## config.mk

```make
export PLATFORM = sky130hd
export DESIGN_NAME = mmio_responder_flat
export DESIGN_NICKNAME = d
export VERILOG_FILES = /design/src/rtl/mmio_responder_if.sv /design/src/rtl/mmio_responder.sv /design/src/flat_wrapper.sv
export SDC_FILE = /design/constraint.sdc
export NUM_CORES = 1
export LEC_CHECK = 0
export BUFFER_PORTS_ARGS = -buffer_cell sky130_fd_sc_hd__buf_2
export CAP_MARGIN = 20
export CORE_MARGIN = 1
export CORE_UTILIZATION = 40
export CTS_CLUSTER_SIZE = 20
export DETAILED_ROUTE_END_ITERATION = 10
export PLACE_DENSITY = 0.6
export SETUP_SLACK_MARGIN = 0.3
export SYNTH_ARGS = -nofsm -noshare
export SYNTH_HDL_FRONTEND = slang
export SYNTH_SLANG_ARGS = --single-unit
```

## constraint.sdc

```tcl
create_clock -name clk -period 8.4 [get_ports clk]
set_clock_uncertainty 0.2 [all_clocks]
set_input_delay 0.84 -clock clk [delete_from_list [all_inputs] [get_ports clk]]
set_output_delay 0.84 -clock clk [all_outputs]
set_load 0.01 [all_outputs]
```

## src/rtl/mmio_responder_if.sv

```systemverilog
// Byte-wide memory-controller bus between the controller (master) and the
// MMIO responder (slave), including the I/O-store throttle back to the controller.
interface mmio_responder_if;
  logic [31:0] mem_a;
  logic        mem_wr;
  logic [7:0]  mem_din;
  logic [7:0]  mem_dout;
  logic        io_sel;
  logic        io_buffer_full;

  modport master (
    output mem_a, mem_wr, mem_din,
    input  mem_dout, io_sel, io_buffer_full
  );

  modport slave (
    input  mem_a, mem_wr, mem_din,
    output mem_dout, io_sel, io_buffer_full
  );
endinterface

```

## src/rtl/mmio_responder.sv

```systemverilog
// MMIO console responder: TX/RX byte FIFOs, status and halt registers at 0x3xxxx.
// Define MMIO_LOOPBACK_EN to feed every byte drained from TX straight back into RX.

// Byte FIFO with occupancy counter and sticky overflow flag. A push into a full
// FIFO is accepted when a pop happens in the same cycle.
module mmio_fifo #(
  parameter int DEPTH_LOG2 = 4
) (
  input  logic                  clk,
  input  logic                  rst_n,
  input  logic                  push,
  input  logic [7:0]            push_data,
  input  logic                  pop,
  output logic [7:0]            head,
  output logic [DEPTH_LOG2:0]   count,
  output logic                  full,
  output logic                  empty,
  output logic                  ovf
);
  localparam int DEPTH = 1 << DEPTH_LOG2;
  localparam logic [DEPTH_LOG2:0] DEPTH_CNT = (DEPTH_LOG2+1)'(DEPTH);

  logic [7:0]            mem_q [DEPTH];
  logic [DEPTH_LOG2-1:0] wr_ptr_q, wr_ptr_d;
  logic [DEPTH_LOG2-1:0] rd_ptr_q, rd_ptr_d;
  logic [DEPTH_LOG2:0]   count_q, count_d;
  logic                  ovf_q, ovf_d;
  logic                  push_en, pop_en;

  assign full    = (count_q == DEPTH_CNT);
  assign empty   = (count_q == '0);
  assign pop_en  = pop && !empty;
  assign push_en = push && (!full || pop_en);

  assign head  = mem_q[rd_ptr_q];
  assign count = count_q;
  assign ovf   = ovf_q;

  always_comb begin
    wr_ptr_d = wr_ptr_q;
    rd_ptr_d = rd_ptr_q;
    count_d  = count_q;
    ovf_d    = ovf_q;
    if (push_en) wr_ptr_d = wr_ptr_q + 1'b1;
    if (pop_en)  rd_ptr_d = rd_ptr_q + 1'b1;
    if (push && !push_en) ovf_d = 1'b1;
    case ({push_en, pop_en})
      2'b10:   count_d = count_q + 1'b1;
      2'b01:   count_d = count_q - 1'b1;
      default: count_d = count_q;
    endcase
  end

  always_ff @(posedge clk or negedge rst_n) begin
    if (!rst_n) begin
      wr_ptr_q <= '0;
      rd_ptr_q <= '0;
      count_q  <= '0;
      ovf_q    <= 1'b0;
    end else begin
      wr_ptr_q <= wr_ptr_d;
      rd_ptr_q <= rd_ptr_d;
      count_q  <= count_d;
      ovf_q    <= ovf_d;
    end
  end

  // Storage holds no reset; validity is tracked by count_q.
  always_ff @(posedge clk) begin
    if (push_en) mem_q[wr_ptr_q] <= push_data;
  end
endmodule

module mmio_responder #(
  parameter int DEPTH_LOG2  = 4,
  parameter int FULL_MARGIN = 2
) (
  input  logic              clk,
  input  logic              rst_n,
  mmio_responder_if.slave   bus,
  output logic [7:0]        tx_data,
  output logic              tx_valid,
  input  logic              tx_ready,
  input  logic [7:0]        rx_data,
  input  logic              rx_valid,
  output logic              halt
);
  localparam logic [2:0] OFF_DATA = 3'd0;
  localparam logic [2:0] OFF_CTRL = 3'd4;
  localparam logic [DEPTH_LOG2+1:0] DEPTH_W  = (DEPTH_LOG2+2)'(1 << DEPTH_LOG2);
  localparam logic [DEPTH_LOG2+1:0] MARGIN_W = (DEPTH_LOG2+2)'(FULL_MARGIN);

  logic       hit, rd_hit, wr_hit;
  logic [2:0] off;

  logic                tx_push, tx_pop, tx_full, tx_empty, tx_ovf;
  logic [DEPTH_LOG2:0] tx_count;
  logic [DEPTH_LOG2+1:0] tx_free;

  logic                rx_push, rx_pop, rx_full, rx_empty, rx_ovf;
  logic [7:0]          rx_push_data, rx_head;
  logic [DEPTH_LOG2:0] rx_count;

  logic [7:0] status;
  logic [7:0] mem_dout_q, mem_dout_d;
  logic       io_sel_q, io_sel_d;
  logic       halt_q, halt_d;

  logic unused_addr_bits;
  assign unused_addr_bits = ^{bus.mem_a[31:18], bus.mem_a[15:3], rx_full, rx_count};

  assign hit    = (bus.mem_a[17:16] == 2'b11);
  assign off    = bus.mem_a[2:0];
  assign rd_hit = hit && !bus.mem_wr;
  assign wr_hit = hit &&  bus.mem_wr;

  assign tx_push = wr_hit && (off == OFF_DATA);
  assign tx_pop  = tx_valid && tx_ready;
  // Every cycle the data register is read is a pop; the FIFO ignores it when empty.
  assign rx_pop  = rd_hit && (off == OFF_DATA);

`ifdef MMIO_LOOPBACK_EN
  logic unused_rx_in;
  assign unused_rx_in = ^{rx_valid, rx_data};
  assign rx_push      = tx_pop;
  assign rx_push_data = tx_data;
`else
  assign rx_push      = rx_valid;
  assign rx_push_data = rx_data;
`endif

  mmio_fifo #(.DEPTH_LOG2(DEPTH_LOG2)) u_tx_fifo (
    .clk       (clk),
    .rst_n     (rst_n),
    .push      (tx_push),
    .push_data (bus.mem_din),
    .pop       (tx_pop),
    .head      (tx_data),
    .count     (tx_count),
    .full      (tx_full),
    .empty     (tx_empty),
    .ovf       (tx_ovf)
  );

  mmio_fifo #(.DEPTH_LOG2(DEPTH_LOG2)) u_rx_fifo (
    .clk       (clk),
    .rst_n     (rst_n),
    .push      (rx_push),
    .push_data (rx_push_data),
    .pop       (rx_pop),
    .head      (rx_head),
    .count     (rx_count),
    .full      (rx_full),
    .empty     (rx_empty),
    .ovf       (rx_ovf)
  );

  assign tx_valid = !tx_empty;
  assign tx_free  = DEPTH_W - {1'b0, tx_count};
  assign bus.io_buffer_full = (tx_free <= MARGIN_W);

  assign status = {4'b0000, rx_ovf, tx_ovf, tx_full, !rx_empty};

  always_comb begin
    mem_dout_d = 8'h00;
    io_sel_d   = rd_hit;
    halt_d     = wr_hit && (off == OFF_CTRL);
    if (rd_hit) begin
      case (off)
        OFF_DATA: mem_dout_d = rx_empty ? 8'h00 : rx_head;
        OFF_CTRL: mem_dout_d = status;
        default:  mem_dout_d = 8'h00;
      endcase
    end
  end

  always_ff @(posedge clk or negedge rst_n) begin
    if (!rst_n) begin
      mem_dout_q <= 8'h00;
      io_sel_q   <= 1'b0;
      halt_q     <= 1'b0;
    end else begin
      mem_dout_q <= mem_dout_d;
      io_sel_q   <= io_sel_d;
      halt_q     <= halt_d;
    end
  end

  assign bus.mem_dout = mem_dout_q;
  assign bus.io_sel   = io_sel_q;
  assign halt         = halt_q;
endmodule
```

## src/flat_wrapper.sv

```systemverilog
// flat-port wrapper written by rule: the top's interface ports become plain ports
module mmio_responder_flat 
#(
  parameter int DEPTH_LOG2  = 4,
  parameter int FULL_MARGIN = 2
)
  (clk, rst_n, tx_data, tx_valid, tx_ready, rx_data, rx_valid, halt, bus_mem_a, bus_mem_wr, bus_mem_din, bus_mem_dout, bus_io_sel, bus_io_buffer_full);
  mmio_responder_if bus_i ();
  input  logic clk;
  input  logic rst_n;
  output logic [7:0] tx_data;
  output logic tx_valid;
  input  logic tx_ready;
  input  logic [7:0] rx_data;
  input  logic rx_valid;
  output logic halt;
  input wire logic [$bits(bus_i.mem_a)-1:0] bus_mem_a;
  input wire logic [$bits(bus_i.mem_wr)-1:0] bus_mem_wr;
  input wire logic [$bits(bus_i.mem_din)-1:0] bus_mem_din;
  output wire logic [$bits(bus_i.mem_dout)-1:0] bus_mem_dout;
  output wire logic [$bits(bus_i.io_sel)-1:0] bus_io_sel;
  output wire logic [$bits(bus_i.io_buffer_full)-1:0] bus_io_buffer_full;
  assign bus_i.mem_a = bus_mem_a;
  assign bus_i.mem_wr = bus_mem_wr;
  assign bus_i.mem_din = bus_mem_din;
  assign bus_mem_dout = bus_i.mem_dout;
  assign bus_io_sel = bus_i.io_sel;
  assign bus_io_buffer_full = bus_i.io_buffer_full;
  mmio_responder #(.DEPTH_LOG2(DEPTH_LOG2), .FULL_MARGIN(FULL_MARGIN)) u_core (.clk(clk), .rst_n(rst_n), .bus(bus_i), .tx_data(tx_data), .tx_valid(tx_valid), .tx_ready(tx_ready), .rx_data(rx_data), .rx_valid(rx_valid), .halt(halt));
endmodule
```

After elaboration in Yosys (flattened, before gate mapping)
Memories as Yosys holds them, arrays and structs flattened. Cells that the tools add are included.

Add/subtract/negate cells: 9. Order comparisons: 1. Eq/ne operators: 8. Multiplexer cells: 9. Reduce and logical (&&, ||, !) cells: 26.

Operators with widths (count): 5-bit one-hot mux with 2 select lines (2); 4-bit by 1-bit adder with 4-bit output (second input constant) (4); 8-bit 2-to-1 mux (2); 8-bit one-hot mux with 2 select lines (1); 1-bit logical AND (12); 5-bit by 1-bit adder with 5-bit output (second input constant) (2); 5-bit == test (second input constant) (2); 5-bit zero test (2); 5-bit by 1-bit subtractor with 5-bit output (second input constant) (2); 1-bit zero test (7); 2-bit == test (second input constant) (3); 6-bit by 2-bit <= comparator with 1-bit output (second input constant) (1); 5-bit by 5-bit subtractor with 6-bit output (first input constant) (1); 2-bit by 1-bit == test with 1-bit output (second input constant) (2); 1-bit 2-to-1 mux (4); 2-bit nonzero test (2); 3-bit == test (second input constant) (1); 3-bit zero test (1); 1-bit logical OR (2).

Bits in registers: 38. Bits in writable memories: 256. Memories kept: 2.

Memories: u_core.u_rx_fifo.mem_q (depth 16, bits a word 8, rd ports 1, clocked after memory_dff 0, write ports 1, RTL line mmio_responder.sv:23) `logic [7:0] mem_q [DEPTH];`; u_core.u_tx_fifo.mem_q (depth 16, bits a word 8, rd ports 1, clocked after memory_dff 0, write ports 1, RTL line mmio_responder.sv:23).

Longest topological paths before layout
Depth after elaboration: 8. Gate-level depth with buffers: 17.

Hierarchy
From an unflattened synthesis, not the netlist that was laid out.

Cells, all modules: 670. Area, all modules: 12070.3 sq um.

By module, submodules not included: mmio_fifo at u_core.u_rx_fifo (instances 1, cells each 316, area an instance 5813.1 sq um, seq. area each 4194.0 sq um); mmio_fifo at u_core.u_tx_fifo (instances 1, cells each 306, area an instance 5740.5 sq um, seq. area each 4194.0 sq um); mmio_responder (instances 1, cells each 48, area an instance 516.7 sq um, seq. area each 250.2 sq um).

Worst setup path before layout
OpenSTA, ideal clock, no wires.

Kind: flip-flop to flip-flop. Start: register u_core.u_tx_fifo.count_q[1], in the netlist u_core.u_tx_fifo.count[1]. End: register u_core.u_tx_fifo.count_q[4], in the netlist u_core.u_tx_fifo.count[4]. Arrival: 3.181 ns. Required time: 8.077 ns. Slack: 4.896 ns. Stages on the path, launching flop included: 18. Path buffers: 2. Cell sequence: dfrtp_1 clkbuf_1 inv_1 ha_1 nor3b_1 ha_1 inv_1 nand2_1 a211oi_2 inv_1 ha_1 clkbuf_1 xor2_1 ha_1 and3b_1 o21ai_0 a31oi_1 xnor2_1.

Word-level cells in the longest chain between the ends: 8. Elaborated cells on any way between the ends: 14. Those cells by class: 2 x add/sub; 3 x eq/ne; 1 x mux; 8 x reduce/logical.

Ends and longest elaborated chain: start, declared (RTL line mmio_responder.sv:26) `logic [DEPTH_LOG2:0] count_q, count_d;`; start signal, assigned (RTL line mmio_responder.sv:63) `count_q <= count_d;`; 5-bit zero test (*) (RTL line mmio_responder.sv:31) `assign empty = (count_q == '0);`; 1-bit zero test (*) (RTL line mmio_responder.sv:158) `assign tx_valid = !tx_empty;`; net tx_valid (RTL line flat_wrapper.sv:12) `output logic tx_valid;`; 1-bit logical AND (RTL line mmio_responder.sv:118) `assign tx_pop = tx_valid && tx_ready;`; 1-bit logical AND (*) (RTL line mmio_responder.sv:32) `assign pop_en = pop && !empty;`; 1-bit logical OR (RTL line mmio_responder.sv:33) `assign push_en = push && (!full || pop_en);`; 1-bit logical AND (RTL line mmio_responder.sv:33); 2-bit by 1-bit == test with 1-bit output or 2-bit == test (tied branches) (RTL line mmio_responder.sv:47) `case ({push_en, pop_en})`; 5-bit one-hot mux with 2 select lines or 2-bit nonzero test (tied branches).

Mark *: on every way through the listed nets, which the timed path passes. The rest lies on a longest branch. A chain may end at the register's enable or synchronous reset.

Worst setup path after layout
Start: register u_core.u_tx_fifo.count_q[1], in the netlist u_core.u_tx_fifo.count[1]. End: register u_core.u_tx_fifo.count_q[4], in the netlist u_core.u_tx_fifo.count[4].

Word-level cells in the longest chain between the ends: 8. Elaborated cells on any way between the ends: 14. Those cells by class: 2 x add/sub; 3 x eq/ne; 1 x mux; 8 x reduce/logical.

Ends and longest elaborated chain (RTL line): 5-bit zero test (mmio_responder.sv:31); 1-bit zero test (mmio_responder.sv:32, mmio_responder.sv:158); 1-bit logical AND (mmio_responder.sv:118); 1-bit logical AND (mmio_responder.sv:32); 1-bit logical OR (mmio_responder.sv:33); 1-bit logical AND (mmio_responder.sv:33); 2-bit by 1-bit == test with 1-bit output or 2-bit == test (tied branches) (mmio_responder.sv:47); 5-bit one-hot mux with 2 select lines or 2-bit nonzero test (tied branches).

Several ways; a longest one is shown, not always the timed one.

==> flow_summary.ini <==
[setup_path]
r2r_start = u_core.u_tx_fifo.count[1]
start_kind = register
endpoint_kind = register
path_class = reg -> reg
r2r_end = u_core.u_tx_fifo.count[4]
cp.arrival_ps = 4060
worst-path-max-fanout = 9
path_cells = inv_1, ha_1, nor3b_1, ha_1, inv_1, nand2_1, a211oi_2, inv_1, ha_1, xor2_1, ha_1, and3b_1, o21ai_0, a31oi_1, xnor2_1
cpMostUsedCell = ha_1
slowest_delay_ps = 610
critPathTopFamily = adder cells
worstPathRequired_ps = 8620
crit_buf_inv = 3
crit_path_top_delay_cell = a211oi_2
cp.depth = 15
ff2ff_path_depth = 15
reg2reg_slack_ps = 4560

[die]
ioPinCount = 73
initial_utilization_pct = 40.54
coreArea_mm2 = 0.02956
die_h_um = 175.1
die-area_mm2 = 0.03066
rows = 63
die_x_um = 175.1

[finish]
fin_nets = 769
syn_to_final_growth_pct = 13.98
final_area_mm2 = 0.01366
drive_above_1_share_pct = 24.20
insertedDiodeCount = 0
instances_no_fill = 1109
utilization_pct = 46.21

[clock_tree]
cts_tree = done
cts_resized = 0
clk_latency_ps = 550
ctsRootBufferMaster = clkbuf_16
h-tree-depth = 1
cts.reportedPaths.clkPinSlew_ps = 60
numCtsBuffers = 30
clock_path_buffers = 3
cts_sinks = 294
hold_buffers = 0
post_cts.repair.setup_buffers = 0

[power_and_ir_drop]
ir_drop_mv = 0.1902
leakage_nw = 4.616
p_total_mw = 4.111
powerDensity_mw_per_mm2 = 300.9

[sta]
period_share_pct = 45.71
setup_ws_ps = 4560
timing.fmax_mhz = 260.4
tns_ps = 0
slew_headroom_pct = 24.83
setup_viol = 0
fin_hold_ws_ps = 218.3
period_minus_slack_ps = 3840
worst_pin_slew_ps = 1123
drv_slew = 0
rsz0062_at_grt = no
hold_viol = 0

[logic_synthesis]
ys_async_sr_fraction_pct = 12.93
mappedNetlistArea_mm2 = 0.01198
yosysSeqAreaShare_pct = 72.08
synth_cell_types = 50
yosysWarningCount = 0
netlist_instances = 634
syn_nets = 708
synth_seq_cells = 294
syn_avg_cell_area_um2 = 18.90
ys.flop_type = edfxtp_1
synth-edff-count = 256

[grt]
gr-total-overflow = 0
grt_pass1_vias = 6251
busiest_layer = met2
met1_usage_pct = 18.91
track_usage_pct = 15.32
grt_max_degree = 39
grt_pass1_wl_um = 35500
use_met3_pct = 2.263
grt_use_met2_pct = 27.91
antenna_found_initial = 0

[route]
vias = 5812
routed_wl_um = 22690
drt_iter0_drc = 391
wl_per_cell_um = 20.46
dr.pass1.iters = 5
post_drt_via_cell_ratio = 5.241
post-route-drc-count = 0
ant_nets = 0

[min_path]
min_path_type = in -> async

[placement]
place_inst = 1051
place_ws_ps = 4556
dp_hpwl_um = 14480
io_buffers = 45
postPlaceCellArea_mm2 = 0.01266
gp_congestion = 0.7610

[run_status]
status = completed

[flow_run]
maxCapViolations = 0
synthesized netlist by cell type (7+ instances only):
master	number	share of area [%]
nor2_1	34	1.1
mux4_2	59	11
edfxtp_1	256	64
inv_1	15	0.47
clkbuf_1	7	0.22
buf_2	13	0.54
nor3_1	10	0.42
ha_1	20	2.1
buf_1	8	0.25
mux4_1	7	1.5
a21oi_1	16	0.67
xnor2_1	17	1.2
nor2b_1	15	0.78
dfrtp_1	38	7.9
mux2i_1	15	1.3
nand2_1	25	0.78
a211oi_1	16	1.0
o21ai_0	8	0.33
layout by cell type (no fill, tap or decap), types with 6 or more instances in the layout:
master / instances
mux4_2: 59
clkbuf_16: 31
buf_4: 13
a21oi_1: 16
a211oi_1: 16
nor3_1: 10
nor2b_1: 15
clkbuf_1: 6
nor2_1: 34
xnor2_1: 17
dfrtp_1: 37
inv_1: 15
mux4_1: 7
clkinv_1: 10
mux2i_1: 15
ha_1: 20
buf_2: 45
o21ai_0: 8
nand2_1: 25
edfxtp_1: 256
sequential cells by signal (all words and copies together) (netlist names), 4 cells and up:
register / flops
u_core.u_tx_fifo.rd_ptr_q: 4
u_core.u_rx_fifo.wr_ptr_q: 4
u_core.u_rx_fifo.mem_q: 128
u_core.bus.mem_dout: 8
u_core.u_tx_fifo.count: 5
u_core.u_tx_fifo.mem_q: 128
u_core.u_rx_fifo.count: 5
u_core.u_tx_fifo.wr_ptr_q: 4
u_core.u_rx_fifo.rd_ptr_q: 4
final cells by class:
class                      count  area, µm²
clock buffer                  37      798.3
clock inverter                19      182.7
fill                        2479      15900
inverter                      15      56.30
multi-input combinational    293       3122
sequential                   294       8640
tap                          390      488.0
timing repair buffer          61      372.9
worst max-delay path by stage:
stage                                             from                             to  slack, ps
after floorplan              u_core.u_tx_fifo.count[1]      u_core.u_tx_fifo.count[4]       4900
after global placement                    bus_mem_a[0]  u_core.u_tx_fifo.mem_q[15][4]       4690
after detailed placement                  bus_mem_a[0]      u_core.u_tx_fifo.count[4]       4560
after CTS                 u_core.u_tx_fifo.rd_ptr_q[0]                     tx_data[7]       4540
after global routing         u_core.u_tx_fifo.count[1]      u_core.u_tx_fifo.count[4]       4280
final                        u_core.u_tx_fifo.count[1]      u_core.u_tx_fifo.count[4]       4560
cell families (layout without fill, tap and decap cells):
family | count (synthesis) | after routing | share of synthesized area (%)
XOR/XNOR | 22 | 22 | 1.608
buffers and inverters | 47 | 132 | 1.869
AO/OA/AOI/OAI | 56 | 56 | 3.331
AND/OR/NAND/NOR | 108 | 108 | 4.448
multiplexers | 86 | 86 | 14.41
adder cells (fa/ha/maj) | 21 | 21 | 2.255
flip-flops | 294 | 294 | 72.08
layer usage:
layer	up-vias	wire length, µm	share of wire, %
met2	135	12110	53
met5	-	0	0
met3	38	866	3.8
met1	3001	9199	41
li1	2638	-	-
met4	0	513	2.3
where the power goes:
group          total, mW  leakage [nW]  internal, mW  switching (mW)
clock               1.30         0.481         0.790           0.515
combinational      0.975          1.35         0.474           0.501
sequential          1.83          2.79          1.72           0.115
total               4.11          4.62          2.98            1.13
(Power assumes the default switching activity.)
